$ cat src/rtl/br_arb_rr_idx.sv
// br_arb_rr_idx -- round-robin arbiter with a binary grant index.
//
// Purpose:
//   Selects one of NumRequesters push requests per cycle in round-robin
//   order. The priority starts one above the last transferred index.
//   The winner goes out downstream as a onehot0 vector plus its binary
//   index. A grant that downstream stalls stays locked until it is
//   accepted.
//
// Configuration macro:
//   BR_ARB_RR_IDX_REG_OUT_EN  undefined: combinational pop path (default).
//                             defined  : pop_valid/pop_grant/pop_idx come
//                                        from an output register that loads
//                                        when it is empty or pop_ready=1.
//
// Ports:
//   clk         in   clock, all state updates on its rising edge
//   rst         in   synchronous active-high reset
//   push_valid  in   [NumRequesters] per-requester request
//   push_ready  out  [NumRequesters] per-requester accept (onehot0)
//   pop_valid   out  a granted request is presented downstream
//   pop_ready   in   downstream accepts the presented grant
//   pop_grant   out  [NumRequesters] onehot0 grant vector
//   pop_idx     out  [IdxWidth] binary index of pop_grant (0 when none)

module br_arb_rr_idx #(
    parameter int NumRequesters = 2,
    parameter int IdxWidth      = $clog2(NumRequesters)
) (
    input  logic                     clk,
    input  logic                     rst,
    input  logic [NumRequesters-1:0] push_valid,
    output logic [NumRequesters-1:0] push_ready,
    output logic                     pop_valid,
    input  logic                     pop_ready,
    output logic [NumRequesters-1:0] pop_grant,
    output logic [IdxWidth-1:0]      pop_idx
);

    if (NumRequesters < 2) begin : g_param_check
        $error("br_arb_rr_idx: NumRequesters must be at least 2");
    end

    // Requester 0 becomes the highest priority out of reset.
    localparam logic [IdxWidth-1:0] LastIdxReset = IdxWidth'(NumRequesters - 1);

    function automatic logic [IdxWidth-1:0] oh2bin(input logic [NumRequesters-1:0] oh);
        logic [IdxWidth-1:0] b;
        b = '0;
        for (int i = 0; i < NumRequesters; i++) begin
            if (oh[i]) b |= IdxWidth'(i);
        end
        return b;
    endfunction

    logic [IdxWidth-1:0]      last_q, last_d;
    logic [NumRequesters-1:0] arb_grant;
    logic [IdxWidth-1:0]      arb_idx;
    logic [IdxWidth-1:0]      arb_j;

    // Walk from the lowest priority (last_q itself) up to the highest
    // priority (last_q+1). The last hit wins, so the highest-priority
    // requester that is active ends up granted.
    always_comb begin
        arb_grant = '0;
        arb_j     = '0;
        for (int k = NumRequesters; k >= 1; k--) begin
            arb_j = IdxWidth'((int'(last_q) + k) % NumRequesters);
            if (push_valid[arb_j]) arb_grant = NumRequesters'(1) << arb_j;
        end
    end

    assign arb_idx = oh2bin(arb_grant);

    always_ff @(posedge clk) begin
        if (rst) last_q <= LastIdxReset;
        else     last_q <= last_d;
    end

`ifdef BR_ARB_RR_IDX_REG_OUT_EN

    logic                     out_vld_q;
    logic [NumRequesters-1:0] out_grant_q;
    logic [IdxWidth-1:0]      out_idx_q;
    logic                     load;

    // The register is the lock. A stalled, full stage simply does not
    // reload, and the requester was already accepted on the load.
    assign load       = !out_vld_q || pop_ready;
    assign push_ready = (!rst && load) ? arb_grant : '0;
    assign last_d     = (load && |push_valid) ? arb_idx : last_q;

    assign pop_valid  = !rst && out_vld_q;
    assign pop_grant  = rst ? '0 : out_grant_q;
    assign pop_idx    = rst ? '0 : out_idx_q;

    always_ff @(posedge clk) begin
        if (rst) begin
            out_vld_q   <= 1'b0;
            out_grant_q <= '0;
            out_idx_q   <= '0;
        end else if (load) begin
            out_vld_q   <= |push_valid;
            out_grant_q <= arb_grant;
            out_idx_q   <= arb_idx;
        end
    end

`else

    logic                     lock_q, lock_d;
    logic [NumRequesters-1:0] lock_grant_q, lock_grant_d;
    logic                     xfer;

    assign pop_valid  = !rst && |push_valid;
    assign pop_grant  = rst ? '0 : (lock_q ? lock_grant_q : arb_grant);
    assign pop_idx    = oh2bin(pop_grant);
    assign xfer       = pop_valid && pop_ready;
    assign push_ready = xfer ? pop_grant : '0;

    // A stall freezes the presented grant, even against higher-priority
    // arrivals. Any transfer or idle cycle releases the lock.
    assign lock_d       = pop_valid && !pop_ready;
    assign lock_grant_d = lock_d ? pop_grant : '0;
    assign last_d       = xfer ? pop_idx : last_q;

    always_ff @(posedge clk) begin
        if (rst) begin
            lock_q       <= 1'b0;
            lock_grant_q <= '0;
        end else begin
            lock_q       <= lock_d;
            lock_grant_q <= lock_grant_d;
        end
    end

    // A locked requester must hold its request until it is accepted.
    always_ff @(posedge clk) begin
        if (!rst && lock_q) begin
            a_hold_req: assert (|(push_valid & lock_grant_q))
                else $error("br_arb_rr_idx: granted requester dropped push_valid");
        end
    end

`endif

    always_ff @(posedge clk) begin
        if (!rst) begin
            a_idx_range: assert (int'(pop_idx) < NumRequesters)
                else $error("br_arb_rr_idx: pop_idx out of range");
            a_ready_oh0: assert ($onehot0(push_ready))
                else $error("br_arb_rr_idx: push_ready not onehot0");
        end
    end

endmodule

$ cat config.mk
export PLATFORM = sky130hd
export DESIGN_NAME = br_arb_rr_idx
export DESIGN_NICKNAME = d
export VERILOG_FILES = /design/src/rtl/br_arb_rr_idx.sv
export SDC_FILE = /design/constraint.sdc
export NUM_CORES = 1
export LEC_CHECK = 0
export CAP_MARGIN = 10
export CORE_AREA = 2 2 39 41
export CTS_CLUSTER_DIAMETER = 60
export DETAILED_ROUTE_END_ITERATION = 8
export DIE_AREA = 0 0 41 43
export GPL_ROUTABILITY_DRIVEN = 0
export PLACE_DENSITY_LB_ADDON = 0.2
export SYNTH_ARGS = -nofsm -noshare
export SYNTH_HDL_FRONTEND = slang
export SYNTH_SLANG_ARGS = --single-unit
$ cat constraint.sdc
create_clock -name clk -period 1.45 [get_ports clk]
set_clock_uncertainty 0.1 [all_clocks]
set_input_delay 0.29 -clock clk [delete_from_list [all_inputs] [get_ports clk]]
set_output_delay 0.29 -clock clk [all_outputs]
set_load 0.005 [all_outputs]
Word-level counts from Yosys, hierarchy flattened
Cells that the tools add are included.
{"block": "word_totals", "input_bits": 5, "regBits": 4}
{"block": "classes", "add_sub_neg": 2, "n_reduce_logical": 7, "shift": 2, "bitwise": 1, "magnitude_cmp": 2, "muxes": 10}
{"op": "$mux W2", "count": 5}
{"op": "$mux W1", "count": 5}
{"op": "$lt A1 B2 Y1 const B", "count": 2}
{"op": "$reduce_or A2 Y1", "count": 2}
{"op": "$shl A1 B1 Y2 const A", "count": 2}
{"op": "$logic_and A1 B1 Y1", "count": 3}
{"op": "$add A1 B1 Y1 const B", "count": 2}
{"op": "$logic_not A1 Y1", "count": 2}
{"op": "$not A1 Y1", "count": 1}

Depth between registers and ports, before layout
Gate-level depths: netlist (run 1).
{"block": "depth", "depth_word": 8, "mapped_depth": 4, "depth_no_buf": 3}

Worst setup path after synthesis (run 1)
Ideal clock, no wire load.
{"block": "synth_path", "kind": "reg2out", "startpoint": "reg lock_q", "endpoint": "out pop_grant[1]", "path_buffers": 1, "path_slack_ns": 0.194, "arrival_ns": 0.866, "path_stages_with_launch": 4, "cell_sequence": "dfxtp_1 -> mux2i_1 -> nor2_1 -> buf_4"}
{"block": "synth_between", "elab_chain_cells": 2}
{"item": "start, declared", "line_no": "111", "rtl": "logic lock_q, lock_d;"}
{"item": "start signal, assigned", "line_no": "132", "rtl": "lock_q <= lock_d;"}
{"item": "$mux W2 (2 in series)", "line_no": "116", "rtl": "assign pop_grant = rst ? '0 : (lock_q ? lock_grant_q : arb_grant);"}
{"item": "end, declared", "line_no": "36", "rtl": "output logic [NumRequesters-1:0] pop_grant,"}
Every way passes these cells.

Worst setup path in the final report (run 1)
{"block": "layout_path", "startpoint": "reg lock_q", "endpoint": "out push_ready[1]"}
{"block": "layout_between", "elab_chain_cells": 3}
{"item": "$mux W2 (2 in series)", "line_no": "116"}
{"item": "$mux W2", "line_no": "119", "rtl": "assign push_ready = xfer ? pop_grant : '0;"}
{"item": "end, declared", "line_no": "33", "rtl": "output logic [NumRequesters-1:0] push_ready,"}
Every way passes these cells.

==> results of run 1 <==
## what timing repair did
item / 4_1_cts / 5_1_grt
setup endpoints to repair: 6 / 5
buffers inserted: 3 / 1
hold buffers: 0 / 0
pin swaps: 5 / 4
resized for setup: 40 / 0
## cell families after synthesis
kind of cell | share of synthesized area [%]
compound gates | 15.9
buf+inv | 7.32
flops | 39.0
mux | 9.76
simple gates | 28.0
## cells in the final DEF, fill, tap and decap left out
master and count:
inv_1 2, clkdlybuf4s50_1 1, nor3_1 1, o31a_1 1, clkbuf_4 3, nor2_1 4, a21boi_2 1, dlygate4sd2_1 1
mux2i_1 1, buf_4 9, dfxtp_2 2, mux2i_2 1, nand2_1 1, dfxtp_1 2, nor2_4 1, o21ba_4 1
nand2_4 1, buf_2 8, nor2b_1 1, nand2b_2 1, nor2_2 1
## power breakdown
| group | internal (mW) | total, mW | switching, mW |
|---|---|---|---|
| sequential | 0.118 | 0.123 | 0.00521 |
| clock | 0.0925 | 0.137 | 0.0446 |
| combinational | 0.0477 | 0.0789 | 0.0312 |
| total | 0.258 | 0.339 | 0.0810 |
## per-layer routing
layer | global-route usage [%] | part of all wire (%) | vias up
met5 | 0 | 0 | -
met4 | 4.00 | 0.74 | 0
met3 | 6.28 | 9.3 | 2
met2 | 10.0 | 48 | 10
met1 | 8.74 | 41 | 102
li1 | - | - | 117
## worst paths after layout
kind	from	to	slack (ns)	depth (start not counted)
setup / recovery	lock_q$_SDFF_PP0_	push_ready[1]	-0.06	4
hold / removal	push_valid[0]	lock_grant_q[0]$_SDFF_PP0_	0.40	4
setup reg to reg	lock_q$_SDFF_PP0_	last_q$_SDFFE_PP1P_	0.35	4
hold reg to reg	last_q$_SDFFE_PP1P_	last_q$_SDFFE_PP1P_	0.44	2
## critical path: stages (launching register included)
cell and delay, ns:
dfxtp_2 0.35, mux2i_2 0.24, buf_4 0.16, nor2_2 0.03, buf_2 0.11
## sequential cells by signal, indices dropped and copies added, names as in the netlist
register / flops
lock_grant_q: 2
last_q: 1
lock_q: 1
## area by class of cell
class | count | area, sq um
inverter | 2 | 7.51
multi-input combinational | 16 | 128
clock buffer | 3 | 22.5
tap | 16 | 20.0
fill | 159 | 997
sequential | 4 | 82.6
timing repair buffer | 19 | 126
## stage by stage
stage / setup WS [ns] / area [sq um] / power [mW]
after floorplan: 0.194 / 205 / 0.151
after global placement: -0.711 / 355 / 0.195
after detailed placement: -0.724 / 355 / 0.196
after CTS: -0.118 / 379 / 0.346
after global routing: -0.119 / 387 / 0.368
final: -0.0626 / 387 / 0.339
==> key figures, run 1 <==
Cells and area
  • Final net count: 51
  • Number of diodes: 0
  • Area Overhead vs Synth: 88.4%
  • Post-layout util: 27.9%
  • Share of post-route cells with drive strength above 1: 65.9%
  • Non-Filler Instances: 60

Timing
  • Slew @ Worst Pin: approximately 0.19 ns
  • RSZ-0062 raised after global routing: yes
  • Final worst-path cycle share: 104%
  • Setup ws final: -0.0626 ns
  • Slew headroom: 87.4%
  • Final slew viol count: 0
  • Max frequency: 0.661 GHz
  • Worst Hold Slack: 0.403 ns
  • Fin crit period: 1.51 ns
  • Fin. Hold Viols: 0
  • # setup viols final: 5
  • Final TNS setup: -0.259 ns

Clock tree
  • Clk_lat worst skew: 0.23 ns
  • Maximum clock path buffer count: 2
  • Clk Tree Root Cell: clkbuf_4
  • Clk sink count: 4
  • H-Tree Depth: 1
  • CTS tree: yes
  • Clock slew at reported path FFs: ~0.04 ns
  • CTS buffer count: 3

Logic synthesis
  • Register area share after synthesis: 39.0%
  • Syn avg cell area: 8.92 sq um
  • Cell area after synthesis: roughly 210 sq um
  • Ys Warns: 0
  • Commonest cells post-synth: nor2_1 (6), dfxtp_1 (4), inv_1 (2), mux2i_1 (2)
  • EDFF count, synth: 0
  • Count leader, synth: nor2_1
  • Synth Register Bits: 4
  • Count of cell types in the netlist: 13
  • Mapped Nets: 28
  • Mapped Cells: 23
  • Leading area contributor after synthesis: dfxtp_1
  • Yosys top cell area share: around two fifths
  • Ranking of synthesized cells by area: dfxtp_1 (39%), nor2_1 (11%), mux2i_1 (9.8%)
  • Synth Flop Type: dfxtp_1
  • Synth async-reset ratio: 0%

Floorplanning
  • Core region area: between 1000 and 1500 sq um
  • FP Rows: 14
  • Initial Utilization: 14.8%
  • Die area: 1760 sq um
  • Die H: 43 um
  • Top Ports: 11
  • Die width: 41 um

Detailed routing
  • Final ANT Viol Nets: 0
  • DRC Markers: 0
  • Wire per inst: 8.97 um
  • DR iter-0 viols: 2
  • Final WL: 538 um
  • TritonRoute pass-1 iters: 2
  • Vias per Instance: 3.85
  • Via Count: 231

Outcome
  • Violated checks: setup timing
  • Status: finished with violations

Global route
  • Grt ovf: 0
  • First-pass GRT wire length: about 830 um
  • Initial antenna violation count: 0
  • Largest net degree at the start of global routing: 5
  • Vias in the first global route: about 200
  • Total GRT Usage: 7.75%

Power
  • PD cells: 877 nW/um^2
  • Static Leak: 0.197 nW
  • Max VDD drop: 0.513 mV

Setup path
  • CP endpoint kind: output pin
  • CP Launch Type: flip-flop
  • Critical path arrival: 1.12 ns
  • Critical path type: flip-flop to output pin
  • Critical Path Fanout Max: 3
  • Worst endpoint required time: around 1.1 ns

Place
  • Dpl cells: 53
  • Hpwl dp: between 400 and 500 um
  • I/O Buffers: 10

Flow run
  • Max-cap violations: 0

Worst hold path
  • Worst hold path class: primary input to flip-flop
No activity file was read; power rests on OpenSTA's default activity.
==> inputs of run 2 (changes only) <==
--- a/config.mk
+++ b/config.mk
@@ -6,10 +6,10 @@
 export NUM_CORES = 1
 export LEC_CHECK = 0
 export CAP_MARGIN = 10
-export CORE_AREA = 2 2 39 41
+export CORE_AREA = 3 3 40 42
 export CTS_CLUSTER_DIAMETER = 60
 export DETAILED_ROUTE_END_ITERATION = 8
-export DIE_AREA = 0 0 41 43
+export DIE_AREA = 0 0 43 45
 export GPL_ROUTABILITY_DRIVEN = 0
 export PLACE_DENSITY_LB_ADDON = 0.2
 export SYNTH_ARGS = -nofsm -noshare
==> key figures, run 2 (synthesis gave the netlist of run 1 again) <==
Timing
  • Slew headroom: 87.4% (about the same)
  • Worst Hold Slack: 0.400 ns (-0.00262 ns)
  • Fin. Hold Viols: 0 (unchanged)
  • RSZ-0062 raised after global routing: yes
  • # setup viols final: 4 (-1)
  • Final worst-path cycle share: 104% (-0.41 points)
  • Fin crit period: 1.51 ns (-0.00597 ns)
  • Final slew viol count: 0 (unchanged)
  • Setup ws final: -0.0567 ns (+0.00597 ns)
  • Slew @ Worst Pin: 0.184 ns (-0.000652 ns)
  • Max frequency: 0.664 GHz (+0.40%)

Global route
  • Total GRT Usage: 7.83% (+0.080 points)
  • Largest net degree at the start of global routing: 5 (unchanged)
  • Initial antenna violation count: 0 (unchanged)
  • First-pass GRT wire length: 993 um (+19%)
  • Vias in the first global route: 250 (+28%)
  • Grt ovf: 0 (unchanged)

Detailed routing
  • Wire per inst: 10.5 um (+17%)
  • Final WL: 587 um (+9.1%)
  • Via Count: 220 (-4.8%)
  • Final ANT Viol Nets: 0 (unchanged)
  • TritonRoute pass-1 iters: 2 (unchanged)
  • DR iter-0 viols: 2 (unchanged)
  • Vias per Instance: 3.93 (+2.0%)
  • DRC Markers: 0 (unchanged)

Setup path
  • Worst R2R Path Depth: 4 (unchanged)
  • CP endpoint kind: output pin
  • Critical Path Start: lock_q$_SDFF_PP0_
  • Worst setup path end: push_ready[0]
  • CP Launch Type: flip-flop
  • R2r endpoint: lock_grant_q[1]$_SDFF_PP0_
  • R2r setup slk: 0.38 ns (+0.03 ns)
  • Worst endpoint required time: 1.06 ns (about the same)
  • Critical Path Fanout Max: 3 (unchanged)
  • FF-to-FF Start: last_q$_SDFFE_PP1P_
  • Critical path arrival: 1.12 ns (about the same)
  • Critical path type: flip-flop to output pin

Power
  • Internal cell power: 0.250 mW (-3.0%)
  • Switching Share: 24.3% (+0.44 points)
  • Psw: 0.0805 mW (-0.65%)
  • Comb pwr share: 21.4% (-1.9 points)
  • Power Total: 0.331 mW (-2.5%)
  • Clk pwr share: 41.6% (+1.2 points)
  • Max VDD drop: 0.579 mV (+13%)
  • PD cells: 902 nW/um^2 (+2.9%)
  • Static Leak: 0.184 nW (-6.7%)
  • Part of the power in registers: 37.0% (+0.7 points)

Worst hold path
  • Worst hold path class: primary input to flip-flop
  • Min-delay src: push_valid[0]

Clock tree
  • Clk_lat worst skew: 0.23 ns (about the same)
  • H-Tree Depth: 1 (unchanged)
  • CTS tree: yes
  • Clock slew at reported path FFs: 0.04 ns (about the same)
  • Clk sink count: 4 (unchanged)
  • Maximum clock path buffer count: 2 (unchanged)
  • CTS Hold Bufs: 0 (unchanged)
  • Post-CTS setup buffer count: 0 (-3)
  • CTS buffer count: 3 (unchanged)
  • Clk Tree Root Cell: clkbuf_4

Cells and area
  • Most frequent cells in the layout: buf_2 (7), buf_4 (6), nor2_1 (5)
  • Share of post-route cells with drive strength above 1: 61.0% (-4.9 points)
  • Number of diodes: 0 (unchanged)
  • Post-layout util: 28.5% (+0.59 points)
  • Final net count: 48 (-5.9%)
  • Commonest non-fill, non-tap cell in the layout: buf_2
  • Area Overhead vs Synth: 78.7%
  • Largest Register: lock_grant_q
  • Top Registers: lock_grant_q: 2 flops, last_q: 1 flops, lock_q: 1 flops
  • Number of flip-flops in the largest register: 2 (unchanged)

Floorplanning
  • Initial Utilization: 16.0% (+1.1 points)
  • Top Ports: 11 (unchanged)
  • Die H: 45 um (+4.7%)
  • Die area: 1940 sq um (+9.8%)
  • Die width: 43 um (+4.9%)
  • FP Rows: 13 (-1)
  • Core region area: 1280 sq um (-7.1%)

Outcome
  • Violated checks: setup timing
  • Status: finished with violations

Place
  • Dpl ws: -0.732 ns (-0.00808 ns)
  • Hpwl dp: 467 um (+16%)
  • I/O Buffers: 10 (unchanged)

Flow run
  • Max-cap violations: 0 (unchanged)
-- run 2: power by group through the flow --
stage | Sequential (mW) | Combinational [mW] | Clock, mW
floorplan | 0.121 | 0.0298 | 0
global placement | 0.123 | 0.0764 | 0
detailed placement | 0.123 | 0.0781 | 0
CTS | 0.123 | 0.0699 | 0.144
global route | 0.123 | 0.0778 | 0.163
finish | 0.122 | 0.0708 | 0.138
-- run 2: layer usage --
metal	GRT usage (%)	part of all wire [%]
met3	7.57	12
met1	6.99	36
met2	12.9	52
met5	0	0
met4	1.81	0
-- run 2: stage by stage --
step | std cells | instance area [sq um] | setup TNS (ns)
4_1_cts | 56 | 363 | -0.473
5_1_grt | 56 | 367 | -0.526
3_3_place_gp | 53 | 362 | -4.52
3_5_place_dp | 53 | 362 | -4.77
2_1_floorplan | 23 | 205 | 0
6_report | 56 | 367 | -0.110
-- run 2: critical path, cell delays in order, from the launching register on --
cell	delay [ns]
dfxtp_4	0.35
o31a_1	0.31
nor2_1	0.11
buf_2	0.12
-- run 2: worst min path at each step --
| stage | to | cells after the start |
|---|---|---|
| after floorplan | lock_grant_q[1]$_SDFF_PP0_ | 1 |
| after global placement | last_q$_SDFFE_PP1P_ | 2 |
| after detailed placement | last_q$_SDFFE_PP1P_ | 2 |
| after CTS | lock_grant_q[0]$_SDFF_PP0_ | 4 |
| after global routing | lock_grant_q[1]$_SDFF_PP0_ | 3 |
| final | lock_grant_q[0]$_SDFF_PP0_ | 4 |
-- run 2: what timing repair did --
action,in CTS,in global routing
pin swaps,5,4
endpoints found under the setup margin,6,6
hold endpoints to repair,0,0
resized for setup,35,6
-- run 2: area by class of cell --
type                            count  area, sq um
Sequential cell                     4         85.1
Inverter                            2         7.51
Tap cell                           15         18.8
Fill cell                         142          918
Clock buffer                        3         22.5
Timing Repair Buffer               16          104
Multi-Input combinational cell     16          129
